**config.mk**
```make
export PLATFORM = sky130hd
export DESIGN_NAME = restoring_divider_flat
export DESIGN_NICKNAME = d
export VERILOG_FILES = /design/src/rtl/div_pkg.sv /design/src/rtl/restoring_divider_if.sv /design/src/rtl/div_step.sv /design/src/rtl/restoring_divider.sv /design/src/flat_wrapper.sv
export SDC_FILE = /design/constraint.sdc
export NUM_CORES = 1
export LEC_CHECK = 0
export CAP_MARGIN = 10
export CORE_ASPECT_RATIO = 1.2
export CORE_UTILIZATION = 50
export CTS_BUF_LIST = sky130_fd_sc_hd__clkbuf_4 sky130_fd_sc_hd__clkbuf_8 sky130_fd_sc_hd__clkbuf_16
export CTS_CLUSTER_DIAMETER = 30
export DETAILED_ROUTE_END_ITERATION = 16
export GPL_ROUTABILITY_DRIVEN = 1
export HOLD_SLACK_MARGIN = 0.05
export PLACE_DENSITY_LB_ADDON = 0.25
export SKIP_LAST_GASP = 1
export SLEW_MARGIN = 20
export SYNTH_ARGS = -nofsm -noshare
export SYNTH_HDL_FRONTEND = slang
export SYNTH_SLANG_ARGS = --single-unit
```
**constraint.sdc**
```tcl
create_clock -name wb_clk_i -period 3.7 [get_ports wb_clk_i]
set_clock_uncertainty 0.1 [all_clocks]
set_input_delay 0.74 -clock wb_clk_i [delete_from_list [all_inputs] [get_ports wb_clk_i]]
set_output_delay 0.74 -clock wb_clk_i [all_outputs]
set_load 0.01 [all_outputs]
```
**src/rtl/div_pkg.sv**
```systemverilog
// Shared types and constants for the restoring divider.
// Contents: FSM state enum, default dividend/divisor widths, counter width.
package div_pkg;

  localparam int unsigned DIV_DW = 16;
  localparam int unsigned DIV_VW = 8;
  localparam int unsigned DIV_CW = $clog2(DIV_DW + 1);

  typedef enum logic {
    DIV_IDLE = 1'b0,
    DIV_RUN  = 1'b1
  } div_state_e;

endpackage

```
**src/rtl/restoring_divider_if.sv**
```systemverilog
// Request/result bundle of the restoring divider.
// master: drives start_i, dividend_i, divisor_i; observes busy_o, done_o, quotient_o,
//         remainder_o, dbz_o.
// slave:  the divider side of the same signals.
interface restoring_divider_if #(
  parameter int unsigned DW = div_pkg::DIV_DW,
  parameter int unsigned VW = div_pkg::DIV_VW
);
  logic          start_i;
  logic [DW-1:0] dividend_i;
  logic [VW-1:0] divisor_i;
  logic          busy_o;
  logic          done_o;
  logic [DW-1:0] quotient_o;
  logic [VW-1:0] remainder_o;
  logic          dbz_o;

  modport master (
    output start_i, dividend_i, divisor_i,
    input  busy_o, done_o, quotient_o, remainder_o, dbz_o
  );

  modport slave (
    input  start_i, dividend_i, divisor_i,
    output busy_o, done_o, quotient_o, remainder_o, dbz_o
  );
endinterface

```
**src/rtl/div_step.sv**
```systemverilog
// One combinational restoring-division step.
// Ports: rem (partial remainder), dvd_bit (next dividend MSB), divisor in;
//        new_rem, qbit out.
module div_step #(
  parameter int unsigned VW = div_pkg::DIV_VW
) (
  input  logic [VW-1:0] rem,
  input  logic          dvd_bit,
  input  logic [VW-1:0] divisor,
  output logic [VW-1:0] new_rem,
  output logic          qbit
);

  logic [VW:0] p;
  logic [VW:0] diff;

  // rem < divisor holds between steps, so the difference always fits in VW bits.
  always_comb begin
    p       = {rem, dvd_bit};
    diff    = p - {1'b0, divisor};
    qbit    = (p >= {1'b0, divisor});
    new_rem = qbit ? diff[VW-1:0] : p[VW-1:0];
  end

endmodule

```
**src/rtl/restoring_divider.sv**
```systemverilog
// Sequential restoring divider: DW-bit dividend / VW-bit divisor, one quotient bit per clock.
// Ports: wb_clk_i, wb_rst_ni (async active-low), bus (restoring_divider_if.slave):
//   start_i/dividend_i/divisor_i request; busy_o, done_o pulse, quotient_o, remainder_o, dbz_o.
// Build option: DIV_ZERO_FAST_EN -- a zero divisor completes in one cycle without entering RUN.
module restoring_divider
  import div_pkg::*;
#(
  parameter int unsigned DW = DIV_DW,
  parameter int unsigned VW = DIV_VW
) (
  input  logic                wb_clk_i,
  input  logic                wb_rst_ni,
  restoring_divider_if.slave  bus
);

  localparam int unsigned CW = $clog2(DW + 1);

  div_state_e    state_q, state_d;
  logic [CW-1:0] cnt_q, cnt_d;
  logic [DW-1:0] dq_q, dq_d;     // dividend shifts out of the MSB, quotient shifts into the LSB
  logic [VW-1:0] dvs_q, dvs_d;
  logic [VW-1:0] rem_q, rem_d;
  logic [DW-1:0] quo_q, quo_d;
  logic [VW-1:0] remo_q, remo_d;
  logic          dbz_q, dbz_d;
  logic          done_q, done_d;
  logic          busy_q, busy_d;

  logic [VW-1:0] step_rem;
  logic          step_qbit;
  logic [DW-1:0] step_dq;
  logic          fast_zero;

  div_step #(.VW(VW)) u_step (
    .rem     (rem_q),
    .dvd_bit (dq_q[DW-1]),
    .divisor (dvs_q),
    .new_rem (step_rem),
    .qbit    (step_qbit)
  );

  assign step_dq = {dq_q[DW-2:0], step_qbit};

`ifdef DIV_ZERO_FAST_EN
  assign fast_zero = (bus.divisor_i == '0);
`else
  assign fast_zero = 1'b0;
`endif

  // State and datapath registers.
  always_ff @(posedge wb_clk_i or negedge wb_rst_ni) begin
    if (!wb_rst_ni) begin
      state_q <= DIV_IDLE;
      cnt_q   <= '0;
      dq_q    <= '0;
      dvs_q   <= '0;
      rem_q   <= '0;
      quo_q   <= '0;
      remo_q  <= '0;
      dbz_q   <= 1'b0;
      done_q  <= 1'b0;
      busy_q  <= 1'b0;
    end else begin
      state_q <= state_d;
      cnt_q   <= cnt_d;
      dq_q    <= dq_d;
      dvs_q   <= dvs_d;
      rem_q   <= rem_d;
      quo_q   <= quo_d;
      remo_q  <= remo_d;
      dbz_q   <= dbz_d;
      done_q  <= done_d;
      busy_q  <= busy_d;
    end
  end

  // Next-state and datapath control.
  always_comb begin
    state_d = state_q;
    cnt_d   = cnt_q;
    dq_d    = dq_q;
    dvs_d   = dvs_q;
    rem_d   = rem_q;
    quo_d   = quo_q;
    remo_d  = remo_q;
    dbz_d   = dbz_q;
    done_d  = 1'b0;

    unique case (state_q)
      DIV_IDLE: begin
        if (bus.start_i) begin
          if (fast_zero) begin
            quo_d  = '1;
            remo_d = bus.dividend_i[VW-1:0];
            dbz_d  = 1'b1;
            done_d = 1'b1;
          end else begin
            state_d = DIV_RUN;
            cnt_d   = CW'(DW);
            dq_d    = bus.dividend_i;
            dvs_d   = bus.divisor_i;
            rem_d   = '0;
          end
        end
      end
      DIV_RUN: begin
        rem_d = step_rem;
        dq_d  = step_dq;
        cnt_d = cnt_q - CW'(1);
        // Last step: publish results straight from the step so latency is exactly DW.
        if (cnt_q == CW'(1)) begin
          state_d = DIV_IDLE;
          done_d  = 1'b1;
          dbz_d   = (dvs_q == '0);
          // A zero divisor makes every step take qbit=1 and keep the low VW dividend
          // bits as remainder; the quotient is forced regardless.
          quo_d   = (dvs_q == '0) ? '1 : step_dq;
          remo_d  = step_rem;
        end
      end
      default: state_d = DIV_IDLE;
    endcase

    busy_d = (state_d == DIV_RUN);
  end

  assign bus.busy_o      = busy_q;
  assign bus.done_o      = done_q;
  assign bus.quotient_o  = quo_q;
  assign bus.remainder_o = remo_q;
  assign bus.dbz_o       = dbz_q;

endmodule
```
**src/flat_wrapper.sv**
```systemverilog
// flat-port wrapper written by rule: the top's interface ports become plain ports
module restoring_divider_flat import div_pkg::*;
#(
  parameter int unsigned DW = DIV_DW,
  parameter int unsigned VW = DIV_VW
)
  (wb_clk_i, wb_rst_ni, bus_start_i, bus_dividend_i, bus_divisor_i, bus_busy_o, bus_done_o, bus_quotient_o, bus_remainder_o, bus_dbz_o);
  restoring_divider_if #(.DW(DW), .VW(VW)) bus_i ();
  input  logic wb_clk_i;
  input  logic wb_rst_ni;
  input wire logic [$bits(bus_i.start_i)-1:0] bus_start_i;
  input wire logic [$bits(bus_i.dividend_i)-1:0] bus_dividend_i;
  input wire logic [$bits(bus_i.divisor_i)-1:0] bus_divisor_i;
  output wire logic [$bits(bus_i.busy_o)-1:0] bus_busy_o;
  output wire logic [$bits(bus_i.done_o)-1:0] bus_done_o;
  output wire logic [$bits(bus_i.quotient_o)-1:0] bus_quotient_o;
  output wire logic [$bits(bus_i.remainder_o)-1:0] bus_remainder_o;
  output wire logic [$bits(bus_i.dbz_o)-1:0] bus_dbz_o;
  assign bus_i.start_i = bus_start_i;
  assign bus_i.dividend_i = bus_dividend_i;
  assign bus_i.divisor_i = bus_divisor_i;
  assign bus_busy_o = bus_i.busy_o;
  assign bus_done_o = bus_i.done_o;
  assign bus_quotient_o = bus_i.quotient_o;
  assign bus_remainder_o = bus_i.remainder_o;
  assign bus_dbz_o = bus_i.dbz_o;
  restoring_divider #(.DW(DW), .VW(VW)) u_core (.wb_clk_i(wb_clk_i), .wb_rst_ni(wb_rst_ni), .bus(bus_i));
endmodule
```
==> impl_metrics.xml, run 1 <==
<?xml version="1.0" encoding="UTF-8"?>
<metrics>
  <group name="run_status">
    <metric name="run_status" unit="">finished clean</metric>
  </group>
  <group name="clock_tree">
    <metric name="postCtsResizedCells" unit="">0</metric>
    <metric name="cts_tree" unit="">done</metric>
    <metric name="latest_clock_arrival_within_the_worst_skew_pair" unit="ps">340</metric>
    <metric name="clkTransAtPathRegs" unit="ps">80</metric>
    <metric name="tritoncts_num_sinks" unit="">64</metric>
    <metric name="htree_num_levels" unit="">3</metric>
    <metric name="tritoncts.num_buffers" unit="">9</metric>
    <metric name="cts_setup_buffers" unit="">0</metric>
    <metric name="cts_root_buf" unit="">sky130_fd_sc_hd__clkbuf_8</metric>
    <metric name="cts.path.max_buffers" unit="">2</metric>
    <metric name="cts.hold.buffers_added" unit="">0</metric>
  </group>
  <group name="grt">
    <metric name="gr-max-usage-layer" unit="">met2</metric>
    <metric name="globalRoute.totalOverflow" unit="">0</metric>
    <metric name="gr-usage-met2" unit="%">41.5</metric>
    <metric name="vias_in_the_first_global_route" unit="">2511</metric>
    <metric name="global_route_wire_length_before_repair" unit="um">12000</metric>
    <metric name="grt_use_met1" unit="%">30.4</metric>
    <metric name="grt_antenna_before_repair" unit="">0</metric>
    <metric name="gr-usage-met3" unit="%">7.40</metric>
    <metric name="groute.usage.overall" unit="%">24.7</metric>
    <metric name="grt_max_degree" unit="">35</metric>
  </group>
  <group name="sta">
    <metric name="timing.fmax" unit="MHz">382</metric>
    <metric name="final_period_minus_worst_setup_slack" unit="ps">2620</metric>
    <metric name="layout_worst_path_cycle_share" unit="%">70.7</metric>
    <metric name="grt_setup_unrepaired" unit="">false</metric>
    <metric name="postLayoutSetupSlackWorst" unit="ps">1080</metric>
    <metric name="max_slew_margin" unit="%">31.6</metric>
    <metric name="timing.final.hold_violations" unit="">0</metric>
    <metric name="timing_max_transition_violations_final" unit="">0</metric>
    <metric name="accumulated_negative_setup_slack" unit="ps">0</metric>
    <metric name="tightest_slew" unit="ps">1030</metric>
    <metric name="setup-violations-final" unit="">0</metric>
  </group>
  <group name="logic_synthesis">
    <metric name="synth_async_sr_flop_share" unit="%">100</metric>
    <metric name="synthesis.instances" unit="">300</metric>
    <metric name="netlist.area_leader.share" unit="%">51.6</metric>
    <metric name="ff_latch_count_synth" unit="">64</metric>
    <metric name="syn_avg_cell_area" unit="sq um">10.3</metric>
    <metric name="synth.net_count" unit="">338</metric>
    <metric name="ys.warnings.count" unit="">0</metric>
    <metric name="netlist-cell-type-count" unit="">51</metric>
    <metric name="synth_edf_count" unit="">0</metric>
    <metric name="synth.cell_area" unit="sq um">3100</metric>
    <metric name="synth.largest_area_cell" unit="">sky130_fd_sc_hd__dfrtp_1</metric>
    <metric name="ys_top_cells_by_area" unit="">sky130_fd_sc_hd__dfrtp_1 (52%), sky130_fd_sc_hd__mux2i_1 (4.8%), sky130_fd_sc_hd__nand2_1 (4.6%)</metric>
    <metric name="synth_seq_area_share" unit="%">51.6</metric>
    <metric name="synth-main-ff-cell" unit="">sky130_fd_sc_hd__dfrtp_1</metric>
  </group>
  <group name="power">
    <metric name="power.total" unit="mW">3.99</metric>
    <metric name="power.density_cell_area" unit="nW/um^2">1020</metric>
    <metric name="power.leakage" unit="nW">1.71</metric>
    <metric name="vdd_ir_drop_max" unit="mV">0.435</metric>
  </group>
  <group name="critical_path">
    <metric name="cp_top_family" unit="">compound AO/OA/AOI/OAI gates</metric>
    <metric name="chain_of_cells_forming_the_critical_path" unit="">ha_1, a21oi_1, nand2_1, o221ai_1, a21oi_1, a311o_1</metric>
    <metric name="path_common_cell" unit="">sky130_fd_sc_hd__a21oi_1</metric>
    <metric name="timing.critical_path.arrival" unit="ps">2740</metric>
    <metric name="criticalPathCategory" unit="">flip-flop to flip-flop</metric>
    <metric name="crit_path_top_delay_cell" unit="">sky130_fd_sc_hd__o221ai_1</metric>
    <metric name="cp_max_fo" unit="">12</metric>
    <metric name="setup.worst_path.end_class" unit="">flip-flop</metric>
    <metric name="critical_path.n_buffers_inverters" unit="">0</metric>
    <metric name="slowest_delay" unit="ps">790</metric>
    <metric name="worst-endpoint-required" unit="ps">3820</metric>
    <metric name="critical_path.startpoint_type" unit="">flip-flop</metric>
  </group>
  <group name="detailed_routing">
    <metric name="dr.first_iter.drc_count" unit="">143</metric>
    <metric name="number_of_routed_nets_with_antenna_violations" unit="">0</metric>
    <metric name="num_vias" unit="">2521</metric>
    <metric name="drt-wirelength-per-cell" unit="um">16.6</metric>
    <metric name="drt_drc_violations_left" unit="">0</metric>
    <metric name="firstDrtPassIters" unit="">5</metric>
    <metric name="finalWirelength" unit="um">7290</metric>
    <metric name="per_cell_via_count_in_the_routed_design" unit="">5.73</metric>
  </group>
  <group name="floorplanning">
    <metric name="die_width" unit="um">73.9</metric>
    <metric name="std_cell_rows" unit="">31</metric>
    <metric name="initial_core_util" unit="%">51.6</metric>
    <metric name="die_height" unit="um">88.3</metric>
    <metric name="coreArea" unit="sq um">6010</metric>
    <metric name="dieArea" unit="sq um">6530</metric>
    <metric name="num_io_pins" unit="">54</metric>
  </group>
  <group name="hold_path">
    <metric name="worst_hold_path_type" unit="">input pin to async pin</metric>
  </group>
  <group name="place">
    <metric name="dpl.hpwl" unit="um">5060</metric>
    <metric name="preCtsSetupSlack" unit="ps">1090</metric>
    <metric name="portBuffers" unit="">53</metric>
    <metric name="place_congestion" unit="">0.912</metric>
    <metric name="placement.cell_area" unit="sq um">3700</metric>
  </group>
  <group name="final_layout">
    <metric name="post-route-cell-area" unit="sq um">3910</metric>
    <metric name="layout.nets" unit="">391</metric>
    <metric name="syn_to_final_growth" unit="%">25.9</metric>
    <metric name="diodes" unit="">0</metric>
    <metric name="drive_above_1_share" unit="%">8.38</metric>
  </group>
  <group name="flow_run">
    <metric name="max_cap_viol_count" unit="">0</metric>
  </group>
</metrics>
-- final cells by class --
| type | count | area [sq um] |
|---|---|---|
| multi-input cells | 202 | 1360 |
| fillers | 514 | 2100 |
| repair buffers | 60 | 578 |
| clock buffers | 10 | 138 |
| well taps | 82 | 103 |
| flip-flops and latches | 64 | 1600 |
| inverters | 16 | 60.1 |
| clock inverters | 6 | 67.6 |
-- state kept, by name (all words and copies together) (netlist names) --
name / count
u_core.bus.dbz_o: 1
u_core.bus.quotient_o: 16
u_core.cnt_q: 5
u_core.rem_q: 8
u_core.dq_q: 16
u_core.bus.done_o: 1
u_core.state_q: 1
u_core.bus.remainder_o: 8
u_core.dvs_q: 8
-- report_power, final --
part | switching [mW] | internal [mW]
clock network | 0.286 | 0.332
logic | 1.06 | 0.974
registers | 0.263 | 1.07
-- worst paths after layout --
kind                                           start  depth (start not counted)                        end  slack (ps)
setup / recovery                     u_core.rem_q[3]                          6            u_core.rem_q[1]        1080
setup reg to reg                     u_core.rem_q[3]                          6            u_core.rem_q[1]        1080
min in group wb_clk_i      u_core.bus.remainder_o[2]                          2  u_core.bus.remainder_o[2]         380
hold / removal                             wb_rst_ni                          1  u_core.bus.remainder_o[3]         370
max in group asynchronous                  wb_rst_ni                          2           u_core.bus.dbz_o        2400
hold reg to reg            u_core.bus.remainder_o[2]                          2  u_core.bus.remainder_o[2]         380
-- stage by stage --
step / cells / utilization [%] / hold slack [ps]
5_1_grt: 440 / 65.0 / 422
3_3_place_gp: 424 / 61.6 / 365
2_1_floorplan: 300 / - / 344
3_5_place_dp: 424 / 61.6 / 372
6_report: 440 / 65.0 / 371
4_1_cts: 440 / 65.0 / 388
-- logic make-up after synthesis --
kind of cell	share of synthesized area, %
AO/OA/AOI/OAI	20.2
XOR/XNOR	1.98
adder cells (fa/ha/maj)	4.68
buffers and inverters	4.55
flip-flops	51.6
multiplexers	5.20
AND/OR/NAND/NOR	11.8
-- layer usage --
metal  share of wire, %  vias up  wire (um)
met5                  0        -          0
met4                1.5        0        106
met3                5.6        9        406
met2                 50       65       3670
met1                 43     1257       3100
li1                   -     1190          -
-- synth_stat cells (5+ instances only) --
cell / instances
sky130_fd_sc_hd__nor3_1: 5
sky130_fd_sc_hd__o22a_1: 15
sky130_fd_sc_hd__ha_1: 10
sky130_fd_sc_hd__mux2i_1: 15
sky130_fd_sc_hd__buf_2: 5
sky130_fd_sc_hd__inv_1: 16
sky130_fd_sc_hd__o21ai_0: 24
sky130_fd_sc_hd__a21oi_1: 9
sky130_fd_sc_hd__dfrtp_1: 64
sky130_fd_sc_hd__clkbuf_1: 8
sky130_fd_sc_hd__nor2_1: 12
sky130_fd_sc_hd__nand2_1: 38
sky130_fd_sc_hd__nand3_1: 7
-- cells in the final DEF, fill, tap and decap left out, drive strengths merged, types with 3 or more instances in the layout --
master and count:
dfrtp 64, clkdlybuf4s50 52, nand2 38, o21ai 25
inv 17, mux2i 15, o22a 15, nor2 13
ha 10, clkbuf 10, a21oi 9, buf 8
nand3 7, nor3 5, xor2 4, o31ai 4
a31oi 4, o21a 3, and2 3, o211ai 3
nand4 3, a31o 3, xnor2 3
Note: power is estimated with default switching activity, not from simulation.
==> run 2, diff against run 1 <==
--- a/config.mk
+++ b/config.mk
@@ -7,7 +7,7 @@
 export LEC_CHECK = 0
 export CAP_MARGIN = 10
 export CORE_ASPECT_RATIO = 1.2
-export CORE_UTILIZATION = 50
+export CORE_UTILIZATION = 48
 export CTS_BUF_LIST = sky130_fd_sc_hd__clkbuf_4 sky130_fd_sc_hd__clkbuf_8 sky130_fd_sc_hd__clkbuf_16
 export CTS_CLUSTER_DIAMETER = 30
 export DETAILED_ROUTE_END_ITERATION = 16
==> constraint.sdc (replaced) <==
create_clock -name wb_clk_i -period 2.14 [get_ports wb_clk_i]
set_clock_uncertainty 0.1 [all_clocks]
set_input_delay 0.428 -clock wb_clk_i [delete_from_list [all_inputs] [get_ports wb_clk_i]]
set_output_delay 0.428 -clock wb_clk_i [all_outputs]
set_load 0.01 [all_outputs]
==> run 2 against run 1 <==
  * The flow now finishes with violations (negative setup slack)
  * First-iteration DRC count grew 49%
  * Wire length up 10%
  * Sequential power grew 72%
  * Critical endpoint is now u_core.rem_q[6]
==> impl_metrics.xml, run 2 (synthesis gave the netlist of run 1 again) <==
<?xml version="1.0" encoding="UTF-8"?>
<metrics>
  <group name="detailed_routing">
    <metric name="finalWirelength" unit="um">8020</metric>
    <metric name="per_cell_via_count_in_the_routed_design" unit="">5.66</metric>
    <metric name="firstDrtPassIters" unit="">5</metric>
    <metric name="drt-wirelength-per-cell" unit="um">16.9</metric>
    <metric name="dr.first_iter.drc_count" unit="">213</metric>
    <metric name="num_vias" unit="">2678</metric>
    <metric name="number_of_routed_nets_with_antenna_violations" unit="">0</metric>
    <metric name="drt_drc_violations_left" unit="">0</metric>
  </group>
  <group name="critical_path">
    <metric name="r2r_setup_slack" unit="ps">-140</metric>
    <metric name="chain_of_cells_forming_the_critical_path" unit="">inv_2, ha_4, inv_2, fa_2, a211o_1, a2111oi_4, a41oi_1, a22o_1, a31oi_1</metric>
    <metric name="worst-endpoint-required" unit="ps">2300</metric>
    <metric name="path_common_cell" unit="">sky130_fd_sc_hd__inv_2</metric>
    <metric name="ff2ff_path_depth" unit="">9</metric>
    <metric name="critical_path.reg2reg.startpoint" unit="">u_core.dq_q[15]</metric>
    <metric name="setup.worst_path.end" unit="">u_core.rem_q[6]</metric>
    <metric name="criticalPathCategory" unit="">flip-flop to flip-flop</metric>
    <metric name="setup.worst_path.end_class" unit="">flip-flop</metric>
    <metric name="slowest_delay" unit="ps">400</metric>
    <metric name="crit_path_start" unit="">u_core.dq_q[15]</metric>
    <metric name="regToRegEndpoint" unit="">u_core.rem_q[6]</metric>
    <metric name="timing.critical_path.arrival" unit="ps">2440</metric>
    <metric name="critical_path.startpoint_type" unit="">flip-flop</metric>
    <metric name="cp_max_fo" unit="">3</metric>
    <metric name="crit_path_top_delay_cell" unit="">sky130_fd_sc_hd__dfrtp_1</metric>
  </group>
  <group name="floorplanning">
    <metric name="std_cell_rows" unit="">31</metric>
    <metric name="die_width" unit="um">75.4</metric>
    <metric name="num_io_pins" unit="">54</metric>
    <metric name="coreArea" unit="sq um">6130</metric>
    <metric name="initial_core_util" unit="%">50.7</metric>
    <metric name="dieArea" unit="sq um">6790</metric>
    <metric name="die_height" unit="um">90.1</metric>
  </group>
  <group name="sta">
    <metric name="final_period_minus_worst_setup_slack" unit="ps">2280</metric>
    <metric name="layout_worst_path_cycle_share" unit="%">106</metric>
    <metric name="tightest_slew" unit="ps">451</metric>
    <metric name="timing_max_transition_violations_final" unit="">0</metric>
    <metric name="setup-violations-final" unit="">6</metric>
    <metric name="accumulated_negative_setup_slack" unit="ps">-399</metric>
    <metric name="max_slew_margin" unit="%">70.0</metric>
    <metric name="grt_setup_unrepaired" unit="">true</metric>
    <metric name="timing.fmax" unit="MHz">439</metric>
    <metric name="holdWs" unit="ps">380</metric>
    <metric name="postLayoutSetupSlackWorst" unit="ps">-137</metric>
    <metric name="timing.final.hold_violations" unit="">0</metric>
  </group>
  <group name="clock_tree">
    <metric name="tritoncts.num_buffers" unit="">9</metric>
    <metric name="tritoncts_num_sinks" unit="">64</metric>
    <metric name="htree_num_levels" unit="">3</metric>
    <metric name="cts.path.max_buffers" unit="">2</metric>
    <metric name="cts_tree" unit="">done</metric>
    <metric name="clkTransAtPathRegs" unit="ps">80</metric>
    <metric name="latest_clock_arrival_within_the_worst_skew_pair" unit="ps">340</metric>
    <metric name="cts_root_buf" unit="">sky130_fd_sc_hd__clkbuf_8</metric>
  </group>
  <group name="flow_run">
    <metric name="max_cap_viol_count" unit="">0</metric>
  </group>
  <group name="grt">
    <metric name="vias_in_the_first_global_route" unit="">2672</metric>
    <metric name="global_route_wire_length_before_repair" unit="um">12500</metric>
    <metric name="groute.usage.overall" unit="%">24.5</metric>
    <metric name="globalRoute.totalOverflow" unit="">0</metric>
    <metric name="grt_max_degree" unit="">36</metric>
    <metric name="grt_antenna_before_repair" unit="">0</metric>
  </group>
  <group name="place">
    <metric name="placement.cell_area" unit="sq um">3900</metric>
    <metric name="preCtsSetupSlack" unit="ps">-122</metric>
    <metric name="place_congestion" unit="">0.968</metric>
    <metric name="portBuffers" unit="">53</metric>
    <metric name="dpl.hpwl" unit="um">5330</metric>
  </group>
  <group name="final_layout">
    <metric name="most_frequent_cells_in_the_layout" unit="">sky130_fd_sc_hd__dfrtp_1 (63), sky130_fd_sc_hd__clkdlybuf4s50_1 (52), sky130_fd_sc_hd__buf_4 (38)</metric>
    <metric name="layout.cells.most_common" unit="">sky130_fd_sc_hd__dfrtp_1</metric>
    <metric name="layout.nets" unit="">424</metric>
    <metric name="drive_above_1_share" unit="%">21.2</metric>
    <metric name="syn_to_final_growth" unit="%">37.9</metric>
    <metric name="diodes" unit="">0</metric>
    <metric name="layout.filler_cells" unit="">484</metric>
    <metric name="post-route-cell-area" unit="sq um">4280</metric>
  </group>
  <group name="power">
    <metric name="vdd_ir_drop_max" unit="mV">0.890</metric>
    <metric name="power.leakage" unit="nW">1.89</metric>
    <metric name="power.density_cell_area" unit="nW/um^2">1840</metric>
  </group>
  <group name="hold_path">
    <metric name="worst_hold_path_type" unit="">flip-flop to flip-flop</metric>
  </group>
  <group name="run_status">
    <metric name="failed_checks" unit="">negative setup slack</metric>
    <metric name="run_status" unit="">complete, but fails checks</metric>
  </group>
</metrics>
run 2: cell count changes in the layout (fill, tap and decap cells not counted), sizes merged:
cell | previous run | this run
inv | 17 | 16
clkbuf | 10 | 13
dlygate4sd3 | 0 | 1
clkdlybuf4s15 | 0 | 1
clkinv | 2 | 1
buf | 8 | 39
bufinv | 1 | 0
run 2: routing by layer:
| metal | routed length (um) | vias up | share of wire [%] | GRT usage [%] |
|---|---|---|---|---|
| li1 | - | 1258 | - | - |
| met5 | 0 | - | 0 | 0 |
| met3 | 351 | 24 | 4.4 | 4.26 |
| met1 | 3470 | 1295 | 43 | 31.9 |
| met2 | 3920 | 101 | 49 | 38.8 |
| met4 | 274 | 0 | 3.4 | 12.0 |
run 2: report_power, final:
group	total [mW]	internal, mW	switching (mW)
logic	4.57	2.31	2.27
registers	2.29	1.85	0.440
clock network	1.03	0.549	0.478
total	7.89	4.70	3.18
run 2: area by class of cell:
type                            count  area, sq um  share of cell area, %
Inverter                           16         60.1                   1.40
Tap cell                           82          103                   2.40
Clock inverter                      3         23.8                  0.555
Clock buffer                       13          179                   4.18
Multi-Input combinational cell    202         1480                   34.6
Timing Repair Buffer               93          832                   19.4
Sequential cell                    64         1600                   37.4
run 2: worst max-delay path, delay by kind of cell (launching register included):
kind	cells	cell delay, ps
AO/OA/AOI/OAI	5	1100
flip-flops	1	400
buffers and inverters	2	130
adder cells (fa/ha/maj)	2	470
run 2: stage by stage:
step	power [mW]	util, %	std cells
2_1_floorplan	4.64	-	300
3_3_place_gp	6.15	63.7	450
3_5_place_dp	6.25	63.7	450
4_1_cts	7.41	67.8	469
5_1_grt	8.41	69.9	473
6_report	7.89	69.9	473
run 2: worst min path at each step:
stage	from	to	slack [ps]	depth (start not counted)
after floorplan	wb_rst_ni	u_core.bus.dbz_o	30	0
after CTS	u_core.bus.remainder_o[3]	u_core.bus.remainder_o[3]	390	2
after global placement	wb_rst_ni	u_core.dq_q[0]	300	1
final	u_core.bus.remainder_o[3]	u_core.bus.remainder_o[3]	380	2
after global routing	u_core.bus.quotient_o[8]	u_core.bus.quotient_o[8]	430	1
after detailed placement	wb_rst_ni	u_core.bus.quotient_o[1]	300	1
run 2: what timing repair did:
action / in CTS / in global routing
hold buffers: 1 / 0
cloned: 1 / 0
resized for setup: 8 / 17
pin swaps: 2 / 5
setup buffers: 1 / 4
hold endpoints to repair: 17 / 0
setup endpoints to repair: 9 / 16
==> run 3, diff against run 2 <==
--- a/config.mk
+++ b/config.mk
@@ -7,7 +7,7 @@
 export LEC_CHECK = 0
 export CAP_MARGIN = 10
 export CORE_ASPECT_RATIO = 1.2
-export CORE_UTILIZATION = 48
+export CORE_UTILIZATION = 50
 export CTS_BUF_LIST = sky130_fd_sc_hd__clkbuf_4 sky130_fd_sc_hd__clkbuf_8 sky130_fd_sc_hd__clkbuf_16
 export CTS_CLUSTER_DIAMETER = 30
 export DETAILED_ROUTE_END_ITERATION = 16
==> constraint.sdc (replaced) <==
create_clock -name wb_clk_i -period 2.8 [get_ports wb_clk_i]
set_clock_uncertainty 0.1 [all_clocks]
set_input_delay 0.56 -clock wb_clk_i [delete_from_list [all_inputs] [get_ports wb_clk_i]]
set_output_delay 0.56 -clock wb_clk_i [all_outputs]
set_load 0.01 [all_outputs]
==> run 3 against run 2 <==
  * The run now ends clean
  * Clock-buffer cell count down 1
  * Non-clock buffer count shrank 33
  * First-iteration DRC count shrank 12%
  * Die area fell by 3.9%
  * Critical path depth unchanged
  * Wire length is 12% lower
  * Largest cell class unchanged
  * Largest power group unchanged
==> impl_metrics.xml, run 3 (synthesis gave the netlist of run 1 again) <==
<?xml version="1.0" encoding="UTF-8"?>
<metrics>
  <group name="critical_path">
    <metric name="criticalPathCategory" unit="">flip-flop to flip-flop</metric>
    <metric name="timing.critical_path.arrival" unit="ps">2560</metric>
    <metric name="critical_path.startpoint_type" unit="">flip-flop</metric>
    <metric name="crit_path_start" unit="">u_core.dq_q[15]</metric>
    <metric name="cp_max_fo" unit="">3</metric>
    <metric name="setup.worst_path.end_class" unit="">flip-flop</metric>
    <metric name="worst-endpoint-required" unit="ps">2960</metric>
    <metric name="critical_path.reg2reg.startpoint" unit="">u_core.dq_q[15]</metric>
  </group>
  <group name="sta">
    <metric name="timing.final.hold_violations" unit="">0</metric>
    <metric name="accumulated_negative_setup_slack" unit="ps">0</metric>
    <metric name="setup-violations-final" unit="">0</metric>
    <metric name="final_period_minus_worst_setup_slack" unit="ps">2390</metric>
    <metric name="layout_worst_path_cycle_share" unit="%">85.5</metric>
    <metric name="grt_setup_unrepaired" unit="">false</metric>
    <metric name="timing_max_transition_violations_final" unit="">0</metric>
    <metric name="timing.fmax" unit="MHz">418</metric>
    <metric name="tightest_slew" unit="ps">731</metric>
    <metric name="max_slew_margin" unit="%">51.2</metric>
  </group>
  <group name="grt">
    <metric name="globalRoute.totalOverflow" unit="">0</metric>
    <metric name="global_route_wire_length_before_repair" unit="um">11600</metric>
    <metric name="grt_max_degree" unit="">65</metric>
    <metric name="grt_antenna_before_repair" unit="">0</metric>
    <metric name="vias_in_the_first_global_route" unit="">2471</metric>
    <metric name="groute.usage.overall" unit="%">24.0</metric>
  </group>
  <group name="floorplanning">
    <metric name="die_height" unit="um">88.3</metric>
    <metric name="initial_core_util" unit="%">51.6</metric>
    <metric name="dieArea" unit="sq um">6530</metric>
    <metric name="std_cell_rows" unit="">31</metric>
    <metric name="die_width" unit="um">73.9</metric>
    <metric name="num_io_pins" unit="">54</metric>
    <metric name="coreArea" unit="sq um">6010</metric>
  </group>
  <group name="power">
    <metric name="power.total" unit="mW">5.33</metric>
    <metric name="vdd_ir_drop_max" unit="mV">0.725</metric>
    <metric name="power.leakage" unit="nW">1.73</metric>
    <metric name="power.density_cell_area" unit="nW/um^2">1350</metric>
  </group>
  <group name="final_layout">
    <metric name="most_frequent_cells_in_the_layout" unit="">sky130_fd_sc_hd__dfrtp_1 (64), sky130_fd_sc_hd__clkdlybuf4s50_1 (52), sky130_fd_sc_hd__nand2_1 (38)</metric>
    <metric name="post-route-cell-area" unit="sq um">3940</metric>
    <metric name="drive_above_1_share" unit="%">8.12</metric>
    <metric name="layout.cells.most_common" unit="">sky130_fd_sc_hd__dfrtp_1</metric>
    <metric name="syn_to_final_growth" unit="%">26.9</metric>
    <metric name="layout.nets" unit="">391</metric>
    <metric name="final-instance-count-excl-fill" unit="">439</metric>
    <metric name="diodes" unit="">0</metric>
  </group>
  <group name="detailed_routing">
    <metric name="drt-wirelength-per-cell" unit="um">16.1</metric>
    <metric name="drt_drc_violations_left" unit="">0</metric>
    <metric name="per_cell_via_count_in_the_routed_design" unit="">5.67</metric>
    <metric name="firstDrtPassIters" unit="">5</metric>
    <metric name="dr.first_iter.drc_count" unit="">188</metric>
    <metric name="number_of_routed_nets_with_antenna_violations" unit="">0</metric>
    <metric name="finalWirelength" unit="um">7080</metric>
    <metric name="num_vias" unit="">2489</metric>
  </group>
  <group name="clock_tree">
    <metric name="cts.path.max_buffers" unit="">2</metric>
    <metric name="clkTransAtPathRegs" unit="ps">70</metric>
    <metric name="postCtsResizedCells" unit="">0</metric>
    <metric name="tritoncts_num_sinks" unit="">64</metric>
    <metric name="cts_setup_buffers" unit="">0</metric>
    <metric name="latest_clock_arrival_within_the_worst_skew_pair" unit="ps">340</metric>
    <metric name="cts_tree" unit="">done</metric>
    <metric name="cts.hold.buffers_added" unit="">0</metric>
    <metric name="htree_num_levels" unit="">3</metric>
    <metric name="cts_root_buf" unit="">sky130_fd_sc_hd__clkbuf_8</metric>
    <metric name="tritoncts.num_buffers" unit="">9</metric>
  </group>
  <group name="run_status">
    <metric name="run_status" unit="">finished clean</metric>
  </group>
  <group name="place">
    <metric name="placement.cell_area" unit="sq um">3720</metric>
    <metric name="portBuffers" unit="">53</metric>
    <metric name="place_congestion" unit="">0.887</metric>
    <metric name="dpl.hpwl" unit="um">4840</metric>
    <metric name="total_placed_cells_including_tap_cells" unit="">424</metric>
  </group>
  <group name="hold_path">
    <metric name="worst_hold_path_type" unit="">input pin to async pin</metric>
  </group>
  <group name="flow_run">
    <metric name="max_cap_viol_count" unit="">0</metric>
  </group>
</metrics>
[run 3: power breakdown]
part | internal, mW | leakage [nW] | total, mW | switching [mW]
clock | 0.554 | 0.116 | 0.901 | 0.347
sequential | 1.41 | 0.752 | 1.74 | 0.333
combinational | 1.29 | 0.867 | 2.69 | 1.39
total | 3.26 | 1.73 | 5.33 | 2.07
[run 3: critical path, cell delays in order, from the launching register on]
cell                        delay (ps)
sky130_fd_sc_hd__dfrtp_1           380
sky130_fd_sc_hd__inv_1              80
sky130_fd_sc_hd__ha_1              160
sky130_fd_sc_hd__inv_1              50
sky130_fd_sc_hd__fa_1              400
sky130_fd_sc_hd__a211o_1           330
sky130_fd_sc_hd__a2111oi_2         360
sky130_fd_sc_hd__a41oi_1            80
sky130_fd_sc_hd__a22o_1            210
sky130_fd_sc_hd__a31oi_1           170
[run 3: layout make-up]
cell class	count	area [sq um]
clock inverters	3	65.1
inverters	16	60.1
multi-input cells	202	1360
clock buffers	12	159
repair buffers	60	591
fillers	470	2070
flip-flops and latches	64	1600
well taps	82	103
[run 3: final timing paths]
check	cells past startpoint	slack [ps]	endpoint
min in group wb_clk_i	2	370	u_core.bus.remainder_o[2]
min	2	120	u_core.cnt_q[1]
min reg2reg	2	370	u_core.bus.remainder_o[2]
max in group asynchronous	2	2200	u_core.dq_q[11]
max reg2reg	9	410	u_core.rem_q[6]
max	9	410	u_core.rem_q[6]
[run 3: routing by layer]
metal  routed length [um]  vias up  part of all wire [%]  track usage [%]
met4                  133        0                   1.9             14.2
met2                 3410       79                    48             36.6
met5                    0        -                     0                0
li1                     -     1189                     -                -
met3                  439       11                   6.2             6.26
met1                 3100     1210                    44             30.6
[run 3: through the flow]
| stage | worst slack [ps] | util (%) | hold WS [ps] |
|---|---|---|---|
| final | 406 | 65.5 | 123 |
| after global routing | 201 | 65.5 | 140 |
| after CTS | 407 | 65.5 | 136 |
| after detailed placement | 426 | 61.8 | 365 |
| after global placement | 487 | 61.8 | 363 |
| after floorplan | 579 | - | 164 |
